==> src/rtl/timer_unit_if.sv <==
`default_nettype none
// ============================================================================
// Module      : timer_unit_if
// Description : Bus bundle between the ALU and the elapsed-time timer. The
//               ALU (master) issues START and reads the registered count,
//               running and overflow status; the timer is the slave.
// Revision    : 1.0 - initial release
// ============================================================================
interface timer_unit_if;
    logic        start;
    logic [15:0] timer;
    logic        running;
    logic        overflow;

    modport master (
        output start,
        input  timer,
        input  running,
        input  overflow
    );

    modport slave (
        input  start,
        output timer,
        output running,
        output overflow
    );
endinterface
`default_nettype wire

==> src/rtl/timer_unit.sv <==
`default_nettype none
// ============================================================================
// Module      : timer_unit
// Description : Elapsed-time timer. A 16-bit prescale counter divides clk by
//               PRESCALE; each prescale terminal count advances the 16-bit
//               timer. START (from any state) clears everything and runs.
//               Compile-time macro TIMER_WRAP_EN selects the 16'hFFFF
//               terminal behaviour:
//                 defined   - timer wraps to 0, overflow set, keeps running
//                 undefined - timer saturates at 16'hFFFF, overflow set,
//                             state moves to HALTED
// Revision    : 1.0 - initial release
// ============================================================================
module timer_unit #(
    parameter int unsigned PRESCALE = 50     // clk cycles per timer increment, 1..65535
) (
    input  wire logic     clk,
    input  wire logic     reset,
    timer_unit_if.slave   bus
);

    // ------------------------------------------------------------------------
    // Constants
    // ------------------------------------------------------------------------
    localparam logic [1:0]  c_ST_IDLE    = 2'd0;
    localparam logic [1:0]  c_ST_RUNNING = 2'd1;
    localparam logic [1:0]  c_ST_HALTED  = 2'd2;

    localparam logic [15:0] c_PRESC_LAST = 16'(PRESCALE - 1);
    localparam logic [15:0] c_TIMER_MAX  = 16'hFFFF;

    // ------------------------------------------------------------------------
    // Declarations
    // ------------------------------------------------------------------------
    logic [1:0]  r_state;
    logic [1:0]  w_state_nxt;
    logic [15:0] r_presc;
    logic [15:0] r_timer;
    logic        r_ovf;

    logic        w_start;
    logic        w_running;
    logic        w_tick;      // prescaler at terminal count this cycle
    logic        w_term;      // timer increment out of 16'hFFFF this cycle

    assign w_start   = bus.start;
    assign w_running = (r_state == c_ST_RUNNING);
    assign w_tick    = w_running && (r_presc == c_PRESC_LAST);
    assign w_term    = w_tick && (r_timer == c_TIMER_MAX);

    // Next-state decode; start wins over everything except reset, which is
    // applied in the state register itself.
    always_comb begin
        w_state_nxt = r_state;
        if (w_start) begin
            w_state_nxt = c_ST_RUNNING;
        end else begin
            case (r_state)
                c_ST_IDLE: begin
                    w_state_nxt = c_ST_IDLE;
                end
                c_ST_RUNNING: begin
`ifdef TIMER_WRAP_EN
                    // Wrapping keeps the timer running past 16'hFFFF.
                    w_state_nxt = c_ST_RUNNING;
`else
                    // Saturating build stops on the terminal increment.
                    if (w_term) begin
                        w_state_nxt = c_ST_HALTED;
                    end
`endif
                end
                c_ST_HALTED: begin
                    w_state_nxt = c_ST_HALTED;
                end
                default: begin
                    // Unused encoding: recover to a safe state.
                    w_state_nxt = c_ST_IDLE;
                end
            endcase
        end
    end

    // State register; reset has priority over a simultaneous start.
    always_ff @(posedge clk) begin
        if (reset) begin
            r_state <= c_ST_IDLE;
        end else begin
            r_state <= w_state_nxt;
        end
    end

    // Prescale counter: cleared by start, free-runs modulo PRESCALE while
    // running, holds in IDLE and HALTED.
    always_ff @(posedge clk) begin
        if (reset) begin
            r_presc <= 16'd0;
        end else if (w_start) begin
            r_presc <= 16'd0;
        end else if (w_running) begin
            if (r_presc == c_PRESC_LAST) begin
                r_presc <= 16'd0;
            end else begin
                r_presc <= r_presc + 16'd1;
            end
        end
    end

    // Elapsed-time counter: advances on each prescale terminal count.
    always_ff @(posedge clk) begin
        if (reset) begin
            r_timer <= 16'd0;
        end else if (w_start) begin
            r_timer <= 16'd0;
        end else if (w_tick) begin
            if (w_term) begin
`ifdef TIMER_WRAP_EN
                r_timer <= 16'd0;
`else
                r_timer <= c_TIMER_MAX;
`endif
            end else begin
                r_timer <= r_timer + 16'd1;
            end
        end
    end

    // Sticky overflow: set by any increment out of 16'hFFFF, cleared by start.
    always_ff @(posedge clk) begin
        if (reset) begin
            r_ovf <= 1'b0;
        end else if (w_start) begin
            r_ovf <= 1'b0;
        end else if (w_term) begin
            r_ovf <= 1'b1;
        end
    end

    // Outputs: count and overflow straight from registers; running is a
    // pure decode of the state register.
    assign bus.timer    = r_timer;
    assign bus.overflow = r_ovf;
    assign bus.running  = w_running;

endmodule
`default_nettype wire

==> src/flat_wrapper.sv <==
// flat-port wrapper written by rule: the top's interface ports become plain ports
module timer_unit_flat 
#(
    parameter int unsigned PRESCALE = 50                                                
)
  (clk, reset, bus_start, bus_timer, bus_running, bus_overflow);
  timer_unit_if bus_i ();
  input  wire logic clk;
  input  wire logic reset;
  input wire logic [$bits(bus_i.start)-1:0] bus_start;
  output wire logic [$bits(bus_i.timer)-1:0] bus_timer;
  output wire logic [$bits(bus_i.running)-1:0] bus_running;
  output wire logic [$bits(bus_i.overflow)-1:0] bus_overflow;
  assign bus_i.start = bus_start;
  assign bus_timer = bus_i.timer;
  assign bus_running = bus_i.running;
  assign bus_overflow = bus_i.overflow;
  timer_unit #(.PRESCALE(PRESCALE)) u_core (.clk(clk), .reset(reset), .bus(bus_i));
endmodule
==> config.mk <==
export PLATFORM = sky130hd
export DESIGN_NAME = timer_unit_flat
export DESIGN_NICKNAME = d
export VERILOG_FILES = /design/src/rtl/timer_unit_if.sv /design/src/rtl/timer_unit.sv /design/src/flat_wrapper.sv
export SDC_FILE = /design/constraint.sdc
export NUM_CORES = 1
export LEC_CHECK = 0
export ABC_CLOCK_PERIOD_IN_PS = 3900
export BUFFER_PORTS_ARGS = -buffer_cell sky130_fd_sc_hd__buf_2
export CORE_ASPECT_RATIO = 0.75
export CORE_MARGIN = 10
export CORE_UTILIZATION = 61
export DETAILED_ROUTE_END_ITERATION = 8
export MAX_ROUTING_LAYER = met4
export PLACE_DENSITY = 0.83
export SLEW_MARGIN = 25
export SYNTH_ARGS = -nofsm -noshare
export SYNTH_HDL_FRONTEND = slang
export SYNTH_SLANG_ARGS = --single-unit
==> constraint.sdc <==
create_clock -name clk -period 3.9 [get_ports clk]
set_input_delay 0.195 -clock clk [delete_from_list [all_inputs] [get_ports clk]]
set_output_delay 0.195 -clock clk [all_outputs]
set_load 0.005 [all_outputs]
==> reports/qor.txt, run 1 <==
prevailing post-synth register cell: sky130_fd_sc_hd__dfxtp_1
first-pass iteration count of the detailed router: 4
endpoint arrival time on the critical path: 2.86 ns
startpoint class of the critical path: register
run status: completed
Die X-Extent: 82.1 um
PwrDens: 332 nW/um^2
switch share: 22.2%
cells after synthesis: 204
most frequent cells in the layout: 35 x sky130_fd_sc_hd__dfxtp_1, 23 x sky130_fd_sc_hd__nor2_1, 20 x sky130_fd_sc_hd__buf_2
total of hold buffers inserted after clock tree synthesis: 0
wire per inst: 16.7 um
number of gates resized after cts: 0
CTS tree: built
ratio of cells with drive above 1 in the final layout: 16.2%
aggregate global-route resource usage: 17.6%
Relative slew margins: 56.2%
DR iter-0 viols: 273
Max Fanout on Critical Path: 16
maximum resistive drop on vdd: 302 uV
EDFF count, synth: 0
number of filler instances in the final layout: 221
maximum buffer depth of the clock tree: 2
syn_nets: 211
Total Neg Setup Slack: 0 ns
clock transition at the registers of the reported paths: 0.07 ns
proportion of netlist area held by the largest area contributor: 39.8%
global route overflow: 0
clock latency on the worst-skew pair: 0.29 ns
total setup violations reported at the end of the flow: 0
internal power: 0.504 mW
count of buffers inserted at the top-level ports: 20
Slew @ Worst Pin: 0.655 ns
achievable frequency: 370 MHz
Hold Vio Cnt, Final: 0
DRC: 0
via count of the first global-routing pass: 1543
clock skew: 0.00394 ns
post-layout power: 0.648 mW
clock root buffer: sky130_fd_sc_hd__clkbuf_8
Hold Worst Slack: 0.0835 ns
number of max-slew violations in the final report: 0
fraction of power consumed by sequential logic: 55.7%
worst hold-check path type: in -> reg
share of synthesized flip-flops with an asynchronous set or reset: 0%
Detail Placement HPWL: 3.14 mm
initial cell density of the core: 65.7%
number of warnings issued by yosys: 0
worst-path cell chain: inv_1, ha_1, nor4bb_1, nand4_1, nand2_1, nor2_1
most frequent standard cell in the layout excluding fill and tap cells: sky130_fd_sc_hd__dfxtp_1
time the final worst path needs with I/O delays and setup: 2.70 ns
required time at the worst-slack endpoint: 4.06 ns
placed cell area: 1860 um^2
Mapped Area: 1760 um^2
sequential element share of the synthesized area: 39.8%
maxcap violations: 0
number of nets at the end of the flow: 229
Total Routed Length: 4.32 mm
Die Ht: 66.5 um
pin count of the biggest net entering global routing: 19
mean number of vias per cell: 6.47
Die ar.: 5460 um^2
routability-driven placement congestion ratio: 0.920
distinct cell type count after synthesis: 39
synth-to-layout area growth: 10.7%
fraction of the cycle the final worst path needs: 69.2%
combinational share of power: 3.0%
standard cell with the maximum stage delay on the critical path: sky130_fd_sc_hd__nand2_1
Antenna Nets Post-Route: 0
total clock buffers created by CTS: 5
Ant. Diodes: 0
unrepaired setup endpoints after global routing: no
initial antenna violation count: 0
CTS H-tree depth: 2
largest stage delay on the critical path: 0.69 ns
top cells by area in the synthesized netlist: sky130_fd_sc_hd__dfxtp_1 40%, sky130_fd_sc_hd__nor2_1 4.9%, sky130_fd_sc_hd__and4_1 4.0%
Avg Inst Size Synth: 8.64 um^2
nature of the critical path endpoint: register
number of vias in the routed layout: 1668
category of the critical setup timing path: reg -> reg
number of standard cells in the layout, taps in and fillers out: 258
P_sw: 0.144 mW
post-synthesis register bit count: 35
number of buffers added for setup after CTS: 0
final instance area: 1950 um^2
clock sinks: 35
area of the placeable core: 2680 um^2
wire length of the first global-routing pass: 7.42 mm
number of placed instances, taps included: 251
leakage dissipation: 0.711 nW
cell row count: 16
Boundary Pins: 21
library cell occupying the most area in the post-synthesis netlist: sky130_fd_sc_hd__dfxtp_1
clock share of power: 41.2%
==> stage by stage <==
stage,util [%],setup slack [ns]
2_1_floorplan,-,2.13
3_3_place_gp,69.4,1.53
3_5_place_dp,69.4,1.29
4_1_cts,72.7,1.25
5_1_grt,72.7,0.921
6_report,72.7,1.20
==> synth_stat cells (4+ instances only) <==
cell type and count:
sky130_fd_sc_hd__xor2_1 8, sky130_fd_sc_hd__and4_1 8, sky130_fd_sc_hd__and3_1 4, sky130_fd_sc_hd__ha_1 4, sky130_fd_sc_hd__nor3_1 10, sky130_fd_sc_hd__nor2_1 23
sky130_fd_sc_hd__a211oi_1 5, sky130_fd_sc_hd__o21ai_0 5, sky130_fd_sc_hd__a21oi_1 7, sky130_fd_sc_hd__clkbuf_1 4, sky130_fd_sc_hd__nor4_1 6, sky130_fd_sc_hd__inv_1 9
sky130_fd_sc_hd__nand2_1 12, sky130_fd_sc_hd__xnor2_1 5, sky130_fd_sc_hd__nand4_1 11, sky130_fd_sc_hd__dfxtp_1 35, sky130_fd_sc_hd__nand3_1 10
==> layer usage <==
metal / vias up / GRT usage (%) / routed length, um
met5: - / - / 0
li1: 802 / - / -
met2: 61 / 24.0 / 1880
met4: 0 / 5.08 / 53
met1: 798 / 23.2 / 1980
met3: 7 / 6.70 / 405
==> registers in the layout, summed over array words and instances (netlist names) <==
| register | flops |
|---|---|
| u_core.r_state | 2 |
| u_core.bus.overflow | 1 |
| u_core.r_presc | 16 |
| u_core.bus.timer | 16 |
==> critical path, delay by kind of cell (launching register included) <==
family	cells	cell delay, ns
flops	1	0.30
buf+inv	1	0.08
simple gates	4	1.73
fa+ha+maj	1	0.44
==> power groups by stage <==
stage	Combinational, mW	Sequential (mW)	Clock, mW
3_5_place_dp	0.0191	0.369	0
4_1_cts	0.0196	0.361	0.271
5_1_grt	0.0215	0.361	0.289
6_report	0.0196	0.361	0.267
3_3_place_gp	0.0177	0.369	0
2_1_floorplan	0.0139	0.369	0
==> worst paths after layout <==
kind	end	startpoint	cells after the start	slack, ns
min reg2reg	u_core.bus.overflow$_SDFFE_PP0P_	u_core.bus.overflow$_SDFFE_PP0P_	2	0.47
max reg2reg	u_core.r_presc[5]$_SDFFE_PP0N_	u_core.r_state[1]$_SDFFE_PP0P_	6	1.20
min	u_core.r_state[0]$_SDFFE_PP0P_	reset	2	0.08
max	u_core.r_presc[5]$_SDFFE_PP0N_	u_core.r_state[1]$_SDFFE_PP0P_	6	1.20
==> logic make-up after synthesis <==
| group | after synthesis | synth area share (%) |
|---|---|---|
| xor gates and xnor gates | 13 | 6.46 |
| DFF | 35 | 39.8 |
| buffers and inverters | 18 | 4.47 |
| adders and majority gates | 4 | 2.84 |
| AOI/OAI and AO/OA | 35 | 14.6 |
| and+or+nand+nor | 99 | 31.9 |
==> area by class of cell <==
cell class | count | area (um^2) | area share (%)
multi-input cells | 151 | 982 | 50.4
clock buffers | 6 | 82.6 | 4.24
inverters | 9 | 33.8 | 1.73
well taps | 36 | 45.0 | 2.31
repair buffers | 20 | 100 | 5.13
clock inverters | 1 | 5.00 | 0.257
flip-flops and latches | 35 | 701 | 35.9
Note: power is estimated with default switching activity, not from simulation.
==> run 2, diff against run 1 <==
--- a/config.mk
+++ b/config.mk
@@ -5,14 +5,14 @@
 export SDC_FILE = /design/constraint.sdc
 export NUM_CORES = 1
 export LEC_CHECK = 0
-export ABC_CLOCK_PERIOD_IN_PS = 3900
+export ABC_CLOCK_PERIOD_IN_PS = 2200
 export BUFFER_PORTS_ARGS = -buffer_cell sky130_fd_sc_hd__buf_2
 export CORE_ASPECT_RATIO = 0.75
 export CORE_MARGIN = 10
-export CORE_UTILIZATION = 61
+export CORE_UTILIZATION = 51
 export DETAILED_ROUTE_END_ITERATION = 8
 export MAX_ROUTING_LAYER = met4
-export PLACE_DENSITY = 0.83
+export PLACE_DENSITY = 0.74
 export SLEW_MARGIN = 25
 export SYNTH_ARGS = -nofsm -noshare
 export SYNTH_HDL_FRONTEND = slang
==> constraint.sdc (replaced) <==
create_clock -name clk -period 2.2 [get_ports clk]
set_input_delay 0.11 -clock clk [delete_from_list [all_inputs] [get_ports clk]]
set_output_delay 0.11 -clock clk [all_outputs]
set_load 0.005 [all_outputs]
==> run 2 against run 1 <==
- clock-buffer cell count is the same
- sequential cell count is the same
- non-clock buffer count grew 7
- design area grew 4.6%
- critical path depth shrank 1
- via count shrank 2.8%
- global-route usage shrank 3.6 points
- largest cell class unchanged
- largest power group unchanged
- highest routed layer unchanged
==> reports/qor.txt, run 2 (synthesis results as in run 1) <==
Core Util, Final: 61.6%
DRC: 0
maxcap violations: 0
wire per inst: 14.9 um
largest stage delay on the critical path: 0.46 ns
cell row count: 18
number of vias in the routed layout: 1622
Hold Vio Cnt, Final: 0
first-pass iteration count of the detailed router: 4
Relative slew margins: 65.9%
clock sinks: 35
pin count of the biggest net entering global routing: 19
run status: completed
area of the placeable core: 3310 um^2
most frequent cells in the layout: 35 x sky130_fd_sc_hd__dfxtp_1, 23 x sky130_fd_sc_hd__nor2_1, 20 x sky130_fd_sc_hd__buf_2
Hold Worst Slack: 0.0638 ns
Boundary Pins: 21
aggregate global-route resource usage: 14.0%
Slew @ Worst Pin: 0.510 ns
clock skew: 0.0105 ns
clock latency on the worst-skew pair: 0.29 ns
initial antenna violation count: 0
global route overflow: 0
Ant. Diodes: 0
Die ar.: 6230 um^2
DR iter-0 viols: 101
time the final worst path needs with I/O delays and setup: 1.98 ns
unrepaired setup endpoints after global routing: no
fraction of the cycle the final worst path needs: 90.1%
cell seen most often among critical-path stages: sky130_fd_sc_hd__and4_1
total setup violations reported at the end of the flow: 0
Worst Path Buf+Inv: 0
post-layout power: 1.28 mW
category of the critical setup timing path: reg -> reg
total of hold buffers inserted after clock tree synthesis: 1
standard cell with the maximum stage delay on the critical path: sky130_fd_sc_hd__and4_1
ratio of cells with drive above 1 in the final layout: 18.7%
startpoint class of the critical path: register
routability-driven placement congestion ratio: 0.893
leakage dissipation: 0.758 nW
Total Routed Length: 4.03 mm
required time at the worst-slack endpoint: 2.40 ns
maximum buffer depth of the clock tree: 2
Max Fanout on Critical Path: 10
number of gates resized after cts: 0
mean number of vias per cell: 6.01
wire length of the first global-routing pass: 7.11 mm
number of nets at the end of the flow: 236
final setup slack of the worst path: 0.218 ns
placement-stage worst setup slack: 0.254 ns
CTS H-tree depth: 2
Antenna Nets Post-Route: 0
Detail Placement HPWL: 2.87 mm
number of filler instances in the final layout: 300
number of max-slew violations in the final report: 0
achievable frequency: 505 MHz
clock transition at the registers of the reported paths: 0.08 ns
endpoint arrival time on the critical path: 2.18 ns
worst hold-check path type: in -> reg
clock root buffer: sky130_fd_sc_hd__clkbuf_8
synth-to-layout area growth: 15.8%
Total Neg Setup Slack: 0 ns
maximum resistive drop on vdd: 462 uV
worst-path cell chain: ha_1, and4_1, and4_1, nor2_1, a221oi_1
critical path's top delay family: simple AND/OR/NAND/NOR gates
PwrDens: 628 nW/um^2
nature of the critical path endpoint: register
Die X-Extent: 87.9 um
number of buffers added for setup after CTS: 0
most frequent standard cell in the layout excluding fill and tap cells: sky130_fd_sc_hd__dfxtp_1
count of buffers inserted at the top-level ports: 20
Die Ht: 70.9 um
via count of the first global-routing pass: 1523
total clock buffers created by CTS: 5
initial cell density of the core: 53.2%
CTS tree: built
## run 2: cell count changes in the layout (fill, tap and decap cells not counted), sizes merged
cell,delta
bufinv,+1
dlygate4sd3,+1
buf,+6
## run 2: through the flow
step	instances	area, um^2
3_5_place_dp	261	1910
3_3_place_gp	261	1910
5_1_grt	270	2040
6_report	270	2040
4_1_cts	270	2040
2_1_floorplan	204	1760
## run 2: metal layers
| metal | vias up | track usage (%) | part of all wire (%) |
|---|---|---|---|
| met2 | 55 | 18.5 | 40 |
| met4 | 0 | 4.95 | 1.1 |
| li1 | 813 | - | - |
| met5 | - | - | 0 |
| met1 | 748 | 19.3 | 51 |
| met3 | 6 | 4.35 | 7.5 |
## run 2: final timing paths
kind | start | to | slack, ns | depth (start not counted)
max | u_core.bus.timer[0]$_SDFFE_PP0P_ | u_core.bus.timer[7]$_SDFFE_PP0P_ | 0.22 | 5
min | bus_start | u_core.r_state[0]$_SDFFE_PP0P_ | 0.06 | 3
max reg2reg | u_core.bus.timer[0]$_SDFFE_PP0P_ | u_core.bus.timer[7]$_SDFFE_PP0P_ | 0.22 | 5
min reg2reg | u_core.bus.overflow$_SDFFE_PP0P_ | u_core.bus.overflow$_SDFFE_PP0P_ | 0.48 | 2
## run 2: power breakdown
| group | switching [mW] | total, mW | internal (mW) |
|---|---|---|---|
| combinational | 0.0229 | 0.0381 | 0.0151 |
| sequential | 0.00294 | 0.640 | 0.637 |
| clock | 0.236 | 0.603 | 0.367 |
## run 2: cell type report
type	instances	area, um^2	area share (%)
tap	40	50.0	2.45
multi-input combinational	151	982	48.2
sequential	35	701	34.4
timing repair buffer	27	155	7.61
inverter	9	33.8	1.66
clock buffer	6	82.6	4.05
clock inverter	2	35.0	1.72
## run 2: worst register-to-register path, cell delays in order, from the launching register on
cell                       delay, ns
sky130_fd_sc_hd__dfxtp_1        0.40
sky130_fd_sc_hd__ha_1           0.25
sky130_fd_sc_hd__and4_1         0.34
sky130_fd_sc_hd__and4_1         0.46
sky130_fd_sc_hd__nor2_1         0.15
sky130_fd_sc_hd__a221oi_1       0.30
==> run 3, diff against run 2 <==
--- a/config.mk
+++ b/config.mk
@@ -8,7 +8,7 @@
 export ABC_CLOCK_PERIOD_IN_PS = 2200
 export BUFFER_PORTS_ARGS = -buffer_cell sky130_fd_sc_hd__buf_2
 export CORE_ASPECT_RATIO = 0.75
-export CORE_MARGIN = 10
+export CORE_MARGIN = 2
 export CORE_UTILIZATION = 51
 export DETAILED_ROUTE_END_ITERATION = 8
 export MAX_ROUTING_LAYER = met4
==> run 3 against run 2 <==
- die area is 37% lower
- utilization is 0.49 points lower
- sequential power hardly changed
- clock power is 24% lower
- first-iteration DRC count is 59% higher
- highest routed layer unchanged
- hold slack better by 0.0068 ns
- maximum frequency is 1.7% higher
- sequential cell count stayed put
==> reports/qor.txt, run 3 (synthesis results as in run 1) <==
worst hold-check path type: in -> reg
time the final worst path needs with I/O delays and setup: 1.95 ns
maximum resistive drop on vdd: 414 uV
required time at the worst-slack endpoint: 2.39 ns
run status: completed
first-pass iteration count of the detailed router: 5
number of standard cells in the layout, taps in and fillers out: 269
maximum buffer depth of the clock tree: 2
standard cell with the maximum stage delay on the critical path: sky130_fd_sc_hd__and4_1
startpoint class of the critical path: register
clock transition at the registers of the reported paths: 0.07 ns
number of nets at the end of the flow: 236
synth-to-layout area growth: 14.1%
clock sinks: 35
fraction of the cycle the final worst path needs: 88.6%
Detail Placement HPWL: 2.64 mm
Relative slew margins: 67.8%
wire length of the first global-routing pass: 6.25 mm
routability-driven placement congestion ratio: 0.818
achievable frequency: 513 MHz
CTS tree: built
Die Ht: 54.9 um
number of gates resized after cts: 0
number of max-slew violations in the final report: 0
mean number of vias per cell: 5.81
Slew @ Worst Pin: 0.477 ns
Core Util, Final: 61.1%
maxcap violations: 0
Die ar.: 3950 um^2
initial cell density of the core: 53.6%
pin count of the biggest net entering global routing: 19
placed cell area: 1910 um^2
area of the placeable core: 3290 um^2
Antenna Nets Post-Route: 0
placement-stage worst setup slack: 0.312 ns
Max Fanout on Critical Path: 10
final instance area: 2010 um^2
via count of the first global-routing pass: 1316
most frequent cells in the layout: 35 x sky130_fd_sc_hd__dfxtp_1, 23 x sky130_fd_sc_hd__nor2_1, 20 x sky130_fd_sc_hd__buf_2
DRC: 0
Ant. Diodes: 0
DR iter-0 viols: 161
endpoint arrival time on the critical path: 2.14 ns
CTS H-tree depth: 2
largest stage delay on the critical path: 0.44 ns
Hold Vio Cnt, Final: 0
aggregate global-route resource usage: 21.5%
PwrDens: 564 nW/um^2
final setup slack of the worst path: 0.251 ns
most frequent standard cell in the layout excluding fill and tap cells: sky130_fd_sc_hd__dfxtp_1
category of the critical setup timing path: reg -> reg
total clock buffers created by CTS: 5
Die X-Extent: 71.9 um
initial antenna violation count: 0
nature of the critical path endpoint: register
Total Routed Length: 3.75 mm
clock root buffer: sky130_fd_sc_hd__clkbuf_8
number of vias in the routed layout: 1564
number of placed instances, taps included: 261
number of buffers added for setup after CTS: 0
clock latency on the worst-skew pair: 0.28 ns
number of filler instances in the final layout: 281
leakage dissipation: 0.744 nW
wire per inst: 14.0 um
Total Neg Setup Slack: 0 ns
cell row count: 18
global route overflow: 0
Worst Path Buf+Inv: 0
critical path's top delay family: simple AND/OR/NAND/NOR gates
total setup violations reported at the end of the flow: 0
unrepaired setup endpoints after global routing: no
worst-path cell chain: ha_1, and4_1, and4_1, nor2_1, a221oi_1
count of buffers inserted at the top-level ports: 20
clock skew: 0.00329 ns
cell seen most often among critical-path stages: sky130_fd_sc_hd__and4_1
Boundary Pins: 21
ratio of cells with drive above 1 in the final layout: 18.3%
-- run 3: area by class of cell --
cell class | count | area (um^2) | area share [%]
sequential | 35 | 701 | 34.9
clock inverter | 1 | 5.00 | 0.249
tap | 40 | 50.0 | 2.49
inverter | 9 | 33.8 | 1.68
multi-input combinational | 151 | 982 | 48.9
clock buffer | 6 | 82.6 | 4.11
timing repair buffer | 27 | 155 | 7.72
-- run 3: final timing paths --
| check | start | to | slack [ns] | cells past startpoint |
|---|---|---|---|---|
| worst max-delay path | u_core.bus.timer[0]$_SDFFE_PP0P_ | u_core.bus.timer[7]$_SDFFE_PP0P_ | 0.25 | 5 |
| worst min-delay path | bus_start | u_core.r_state[0]$_SDFFE_PP0P_ | 0.07 | 3 |
| worst max register to register | u_core.bus.timer[0]$_SDFFE_PP0P_ | u_core.bus.timer[7]$_SDFFE_PP0P_ | 0.25 | 5 |
| worst min register to register | u_core.bus.overflow$_SDFFE_PP0P_ | u_core.bus.overflow$_SDFFE_PP0P_ | 0.48 | 2 |
-- run 3: timing repair --
action                     4_1_cts  5_1_grt
hold endpoints to repair         1        0
hold buffers                     1        0
setup endpoints to repair        0        0
-- run 3: through the flow --
stage	total power [mW]	hold WS [ns]
after floorplan	0.678	0.179
after detailed placement	0.690	0.298
final	1.13	0.0706
after CTS	1.15	0.0609
after global routing	1.17	0.0770
after global placement	0.690	0.291
-- run 3: tightest hold or removal path, cell delays in order --
cell and delay, ns:
sky130_fd_sc_hd__buf_2 0.11, sky130_fd_sc_hd__inv_1 0.04, sky130_fd_sc_hd__a21oi_1 0.05
-- run 3: per-layer routing --
| metal | GRT usage, % | wire (um) | vias to the layer above |
|---|---|---|---|
| met3 | 5.25 | 189 | 2 |
| met1 | 31.7 | 2050 | 712 |
| met5 | - | 0 | - |
| met4 | 7.86 | 19 | 0 |
| met2 | 28.1 | 1500 | 35 |
| li1 | - | - | 815 |
-- run 3: power breakdown --
| part | switching [mW] | total (mW) | internal (mW) |
|---|---|---|---|
| Combinational | 0.0218 | 0.0368 | 0.0149 |
| Clock | 0.211 | 0.456 | 0.245 |
| Sequential | 0.00292 | 0.640 | 0.637 |
